File: src/rtl/tone_period_decoder_if.sv
// ---------------------------------------------------------------------------
// tone_period_decoder_if
//   Bundles the tone input, the synchronous clear and all measurement results
//   of tone_period_decoder so the decoder and its user connect through one port.
//
// Handshake: there is no backpressure. `valid` is a one-cycle strobe that is
// high during the cycle after freq_div_out was (re)written while locked. The
// consumer must take freq_div_out in that cycle. `timeout_err` is a one-cycle
// strobe with the same timing. `locked` and `tone_active` are levels.
//
// Signals
//   tone_in      master -> slave  asynchronous square-wave input
//   clr          master -> slave  synchronous clear
//   freq_div_out slave -> master  last locked half-period (clk cycles), 0 = none
//   valid        slave -> master  strobe: freq_div_out updated while locked
//   locked       slave -> master  level: tone stable within tolerance
//   tone_active  slave -> master  level: edge seen, no timeout since
//   timeout_err  slave -> master  strobe: silence timeout
//   state_dbg    slave -> master  FSM state for observation (0 IDLE, 1 ARMED, 2 TRACK)
// ---------------------------------------------------------------------------
interface tone_period_decoder_if #(
   parameter int CNT_W = 20
);
   logic             tone_in;
   logic             clr;
   logic [CNT_W-1:0] freq_div_out;
   logic             valid;
   logic             locked;
   logic             tone_active;
   logic             timeout_err;
   logic [1:0]       state_dbg;

   modport master (
      output tone_in, clr,
      input  freq_div_out, valid, locked, tone_active, timeout_err, state_dbg
   );

   modport slave (
      input  tone_in, clr,
      output freq_div_out, valid, locked, tone_active, timeout_err, state_dbg
   );
endinterface

File: src/rtl/tone_period_decoder.sv
// ---------------------------------------------------------------------------
// tone_period_decoder
//   Measures the half-period of an incoming square wave (clk cycles between
//   successive transitions, both polarities) and reports it in the same
//   freq_div encoding the piezo generator accepts. A result is published only
//   after STABLE_N consecutive samples each within TOL of the one before.
//   A silence of MAX_HALF cycles drops back to IDLE and clears the result.
//
// Ports
//   clk    in  system clock
//   rst_n  in  asynchronous active-low reset
//   bus    tone_period_decoder_if.slave (tone_in, clr in; results out)
// ---------------------------------------------------------------------------
module tone_period_decoder #(
   parameter int CNT_W    = 20,
   parameter int MAX_HALF = 1_000_000,
   parameter int STABLE_N = 2,
   parameter int TOL      = 1
) (
   input  logic                   clk,
   input  logic                   rst_n,
   tone_period_decoder_if.slave   bus
);

   typedef enum logic [1:0] {
      IDLE  = 2'd0,
      ARMED = 2'd1,
      TRACK = 2'd2
   } state_t;

   localparam int               MC_W     = $clog2(STABLE_N + 1);
   localparam logic [CNT_W-1:0] MAX_C    = CNT_W'(MAX_HALF);
   localparam logic [CNT_W-1:0] TOL_C    = CNT_W'(TOL);
   localparam logic [MC_W-1:0]  STABLE_C = MC_W'(STABLE_N);

   logic             s1_q, s1_d, s2_q, s2_d, s3_q, s3_d;
   state_t           state_q, state_d;
   logic [CNT_W-1:0] cnt_q, cnt_d;
   logic [CNT_W-1:0] prev_q, prev_d;
   logic [MC_W-1:0]  mc_q, mc_d;
   logic [CNT_W-1:0] fdo_q, fdo_d;
   logic             valid_q, valid_d;
   logic             locked_q, locked_d;
   logic             active_q, active_d;
   logic             to_err_q, to_err_d;
   logic             to_done_q, to_done_d;   // timeout already reported; blocks repeats

   logic             edge_det;
   logic [CNT_W-1:0] diff;
   logic             is_match;
   logic [MC_W-1:0]  mc_inc;

   always_comb begin
      s1_d      = bus.tone_in;
      s2_d      = s1_q;
      s3_d      = s2_q;
      edge_det  = s2_q ^ s3_q;

      // The counter is restarted at 1 on each edge, so at the next edge it
      // holds exactly the number of cycles between the two edges.
      diff      = (cnt_q >= prev_q) ? (cnt_q - prev_q) : (prev_q - cnt_q);
      is_match  = (diff <= TOL_C);
      mc_inc    = (mc_q == STABLE_C) ? mc_q : (mc_q + MC_W'(1));

      state_d   = state_q;
      cnt_d     = (cnt_q == MAX_C) ? cnt_q : (cnt_q + CNT_W'(1));
      prev_d    = prev_q;
      mc_d      = mc_q;
      fdo_d     = fdo_q;
      valid_d   = 1'b0;
      locked_d  = locked_q;
      active_d  = active_q;
      to_err_d  = 1'b0;
      to_done_d = to_done_q;

      if (bus.clr) begin
         // Synchroniser flops keep running so no spurious edge follows clr.
         state_d   = IDLE;
         cnt_d     = '0;
         prev_d    = '0;
         mc_d      = '0;
         fdo_d     = '0;
         locked_d  = 1'b0;
         active_d  = 1'b0;
         to_done_d = 1'b0;
      end else if (edge_det) begin
         cnt_d     = CNT_W'(1);
         to_done_d = 1'b0;
         case (state_q)
            IDLE: begin
               state_d  = ARMED;
               active_d = 1'b1;
            end
            ARMED: begin
               state_d = TRACK;
               prev_d  = cnt_q;
               mc_d    = '0;
            end
            TRACK: begin
               prev_d = cnt_q;
               if (is_match) begin
                  mc_d = mc_inc;
                  if (mc_inc == STABLE_C) begin
                     locked_d = 1'b1;
                     fdo_d    = cnt_q;
                     valid_d  = 1'b1;
                  end
               end else begin
                  mc_d     = '0;
                  locked_d = 1'b0;
               end
            end
            default: state_d = IDLE;
         endcase
      end else if ((cnt_q == MAX_C) && !to_done_q) begin
         state_d   = IDLE;
         mc_d      = '0;
         fdo_d     = '0;
         locked_d  = 1'b0;
         active_d  = 1'b0;
         to_err_d  = 1'b1;
         to_done_d = 1'b1;
      end
   end

   always_ff @(posedge clk or negedge rst_n) begin
      if (!rst_n) begin
         s1_q      <= 1'b0;
         s2_q      <= 1'b0;
         s3_q      <= 1'b0;
         state_q   <= IDLE;
         cnt_q     <= '0;
         prev_q    <= '0;
         mc_q      <= '0;
         fdo_q     <= '0;
         valid_q   <= 1'b0;
         locked_q  <= 1'b0;
         active_q  <= 1'b0;
         to_err_q  <= 1'b0;
         to_done_q <= 1'b0;
      end else begin
         s1_q      <= s1_d;
         s2_q      <= s2_d;
         s3_q      <= s3_d;
         state_q   <= state_d;
         cnt_q     <= cnt_d;
         prev_q    <= prev_d;
         mc_q      <= mc_d;
         fdo_q     <= fdo_d;
         valid_q   <= valid_d;
         locked_q  <= locked_d;
         active_q  <= active_d;
         to_err_q  <= to_err_d;
         to_done_q <= to_done_d;
      end
   end

   assign bus.freq_div_out = fdo_q;
   assign bus.valid        = valid_q;
   assign bus.locked       = locked_q;
   assign bus.tone_active  = active_q;
   assign bus.timeout_err  = to_err_q;
   assign bus.state_dbg    = state_q;

endmodule

File: src/flat_wrapper.sv
// flat-port wrapper written by rule: the top's interface ports become plain ports
module tone_period_decoder_flat 
#(
   parameter int CNT_W    = 20,
   parameter int MAX_HALF = 1_000_000,
   parameter int STABLE_N = 2,
   parameter int TOL      = 1
)
  (clk, rst_n, bus_tone_in, bus_clr, bus_freq_div_out, bus_valid, bus_locked, bus_tone_active, bus_timeout_err, bus_state_dbg);
  tone_period_decoder_if #(.CNT_W(CNT_W)) bus_i ();
  input  logic clk;
  input  logic rst_n;
  input wire logic [$bits(bus_i.tone_in)-1:0] bus_tone_in;
  input wire logic [$bits(bus_i.clr)-1:0] bus_clr;
  output wire logic [$bits(bus_i.freq_div_out)-1:0] bus_freq_div_out;
  output wire logic [$bits(bus_i.valid)-1:0] bus_valid;
  output wire logic [$bits(bus_i.locked)-1:0] bus_locked;
  output wire logic [$bits(bus_i.tone_active)-1:0] bus_tone_active;
  output wire logic [$bits(bus_i.timeout_err)-1:0] bus_timeout_err;
  output wire logic [$bits(bus_i.state_dbg)-1:0] bus_state_dbg;
  assign bus_i.tone_in = bus_tone_in;
  assign bus_i.clr = bus_clr;
  assign bus_freq_div_out = bus_i.freq_div_out;
  assign bus_valid = bus_i.valid;
  assign bus_locked = bus_i.locked;
  assign bus_tone_active = bus_i.tone_active;
  assign bus_timeout_err = bus_i.timeout_err;
  assign bus_state_dbg = bus_i.state_dbg;
  tone_period_decoder #(.CNT_W(CNT_W), .MAX_HALF(MAX_HALF), .STABLE_N(STABLE_N), .TOL(TOL)) u_core (.clk(clk), .rst_n(rst_n), .bus(bus_i));
endmodule
File: config.mk
export PLATFORM = sky130hd
export DESIGN_NAME = tone_period_decoder_flat
export DESIGN_NICKNAME = d
export VERILOG_FILES = /design/src/rtl/tone_period_decoder_if.sv /design/src/rtl/tone_period_decoder.sv /design/src/flat_wrapper.sv
export SDC_FILE = /design/constraint.sdc
export NUM_CORES = 1
export LEC_CHECK = 0
export BUFFER_PORTS_ARGS = -buffer_cell sky130_fd_sc_hd__buf_2
export CAP_MARGIN = 20
export CORE_MARGIN = 1.5
export CORE_UTILIZATION = 40
export CTS_BUF_LIST = sky130_fd_sc_hd__clkbuf_4 sky130_fd_sc_hd__clkbuf_8 sky130_fd_sc_hd__clkbuf_16
export CTS_CLUSTER_DIAMETER = 80
export DETAILED_ROUTE_END_ITERATION = 8
export PLACE_DENSITY_LB_ADDON = 0.2
export SLEW_MARGIN = 20
export SYNTH_ARGS = -nofsm -noshare
export SYNTH_HDL_FRONTEND = slang
export SYNTH_SLANG_ARGS = --single-unit
File: constraint.sdc
create_clock -name clk -period 8.5 [get_ports clk]
set_input_delay 1.7 -clock clk [delete_from_list [all_inputs] [get_ports clk]]
set_output_delay 1.7 -clock clk [all_outputs]
set_load 0.02 [all_outputs]
==> reports/results.ini <==
[synth]
synth_area_per_cell_um2 = 8.46
synth_edf_count = 0
synthTopCellsByArea = dfrtp_1 (32%), ha_1 (10%), a21oi_1 (4.7%), xnor2_1 (4.3%), inv_1 (3.8%)
yosys.area.top_type_share = 0.316
yosysWarnings = 0
synth_seq_area_share = 0.316
ys_ff_latch = 72
synth.cell_area_mm2 = 0.00569
synth_nets = 725
synth-main-ff-cell = dfrtp_1
synth_most_common_cell = dfrtp_1
synth_top_cell_by_area = dfrtp_1
async_reset_ff_frac = 1.00
syn_inst = 673
ys_types = 68
synth_commonest_cells = dfrtp_1 (72), inv_1 (58), a21oi_1 (54)

[clock_tree]
cts_num_sinks = 72
cts-root-buf = clkbuf_16
clkTransAtPathRegs_ns = 0.05
cts_buffer_depth = 2
cts_post_setup_buffers_inserted = 0
holdBufCountCts = 0
post_cts_resized = 0
clock_latency_ns = 0.34
cts_tree = done
cts_made_buffers = 9
htreeDepth = 3

[placed_design]
dpl-instance-area_mm2 = 0.00593
dp_hpwl_um = 12400
globalplace.congestion = 0.885
io_buffers = 29

[routing]
routedWlPerCell_um = 19.5
vias = 5153
drt_iter0_drc = 507
via_per_inst = 6.00
antenna_left = 0
drt_first_pass_iters = 5
drc = 0
wl_um = 16800

[timing]
fin_crit_ns = 4.74
clock.fmax_mhz = 211
fin_tns_setup_ns = 0
timing.slew.headroom = 0.372
drv_slew = 0
period_share = 0.558
finalHoldViolCount = 0
grt_setup_unrepaired = no
finClkSkew_ns = 0.00630
setup_viol = 0
worst_pin_slew_ns = 0.942

[setup_path]
critPathKind = flop to flop
reg2reg_depth = 14
crit_arrival_ns = 5.02
cp-start-kind = flop
path_max_fanout = 18
crit_required_ns = 8.77
crit_path_end_kind = flop

[hold_path]
hold_depth = 0
hold_path.class = flop to flop

[floorplanning]
fp.dieW_um = 122
io_pins = 30
rows = 43
core_area_mm2 = 0.0139
floorplan.die_area_mm2 = 0.0150
die_y_um = 122
start_util = 0.410

[pwr]
p_comb_frac = 0.211
vdd_drop_max_v = 0.000103
power.leakage_uw = 0.00304
seq_power_share = 0.402
power_frac_clock = 0.387
cellInternalPower_uw = 615
p_per_area_mw_per_mm2 = 142
swShare = 0.299
power.switching_uw = 263

[finish]
areaGrowthSynthToFinish_pct = 8.68
nNetsFinal = 730
fillers = 1384
insertedDiodeCount = 0
final_area_mm2 = 0.00619
drive_gt1_frac = 0.0943

[run_status]
outcome = finished, final reports clean

[run]
max-cap-violations = 0

[global_route]
antenna_found_initial = 0
grt_pass1_vias = 4932
overflow = 0
grt_usage = 0.235
grt_pass1_wl_um = 27200
grt_max_degree = 73

state kept, by name (all words and copies together), names as in the netlist:
name and flops:
u_core.s2_q 1, u_core.s3_q 1, u_core.cnt_q 20, u_core.to_done_q 1, u_core.bus.freq_div_out 20, u_core.bus.state_dbg 2
u_core.bus.tone_active 1, u_core.bus.valid 1, u_core.mc_q 2, u_core.prev_q 20, u_core.bus.timeout_err 1, u_core.s1_q 1
u_core.bus.locked 1
layout make-up:
class / count / area, µm² / share of cell area
Inverter: 58 / 218 / 0.0352
Clock inverter: 1 / 7.51 / 0.00121
Tap cell: 180 / 225 / 0.0364
Multi-Input combinational cell: 504 / 3510 / 0.567
Clock buffer: 11 / 246 / 0.0398
Timing Repair Buffer: 33 / 178 / 0.0287
Sequential cell: 72 / 1800 / 0.291
logic make-up (layout without fill, tap and decap cells):
logic type,count (synthesis),count (layout),synth area share
AND/OR/NAND/NOR,213,213,0.200
AO/OA/AOI/OAI,208,208,0.254
buffers and inverters,97,103,0.0679
flip-flops,72,72,0.316
adder cells (fa/ha/maj),48,48,0.108
XOR/XNOR,33,33,0.0508
multiplexers,2,2,0.00352
power by group through the flow:
stage,clock network (µW),registers [µW],logic [µW]
4_1_cts,344,352,184
3_3_place_gp,0,358,181
6_report,340,352,185
5_1_grt,356,353,203
3_5_place_dp,0,358,183
2_1_floorplan,0,360,126
layer usage:
| layer | part of all wire | vias to the layer above | GRT usage |
|---|---|---|---|
| li1 | - | 2427 | - |
| met1 | 0.46 | 2533 | 0.322 |
| met2 | 0.47 | 168 | 0.382 |
| met3 | 0.049 | 25 | 0.0358 |
| met4 | 0.019 | 0 | 0.0741 |
| met5 | 0 | - | 0 |
path summary, 6_finish.rpt:
kind,startpoint,endpoint,slack [ns]
setup / recovery,u_core.cnt_q[0],u_core.bus.freq_div_out[5],3.76
hold / removal,u_core.s1_q,u_core.s2_q,0.35
setup reg to reg,u_core.cnt_q[0],u_core.bus.freq_div_out[5],3.76
hold reg to reg,u_core.s1_q,u_core.s2_q,0.35
max in group asynchronous,rst_n,u_core.cnt_q[4],6.38
min in group asynchronous,rst_n,u_core.prev_q[13],1.48
cell usage in the layout, fill, tap and decap left out, drive strengths merged, types with 22 or more instances in the layout:
cell type	Yosys	final
a22o	22	22
xnor2	28	28
nor2	43	43
buf	9	33
a21oi	55	55
inv	58	58
dfrtp	72	72
ha	46	46
nand2	50	50
o21ai	31	31
critical path, cell delays in order, from the launching register on:
cell and delay, ns:
dfrtp_1 0.47, inv_1 0.14, ha_1 0.20, inv_1 0.07
fa_1 0.41, a21o_1 0.20, a221o_1 0.39, a221oi_1 0.47
o21ai_0 0.16, nand3_1 0.11, a32oi_1 0.12, xnor2_1 0.46
or4b_4 0.59, nor3_4 0.66, a211o_1 0.23
through the flow:
step	utilization	total power [µW]	setup slack (ns)	std cells	hold WS [ns]
2_1_floorplan	-	486	4.55	673	0.331
3_3_place_gp	0.427	539	3.90	847	0.336
3_5_place_dp	0.427	541	3.84	847	0.336
4_1_cts	0.446	881	3.81	859	0.349
5_1_grt	0.446	912	3.42	859	0.361
6_report	0.446	878	3.76	859	0.346
(Power assumes the default switching activity.)
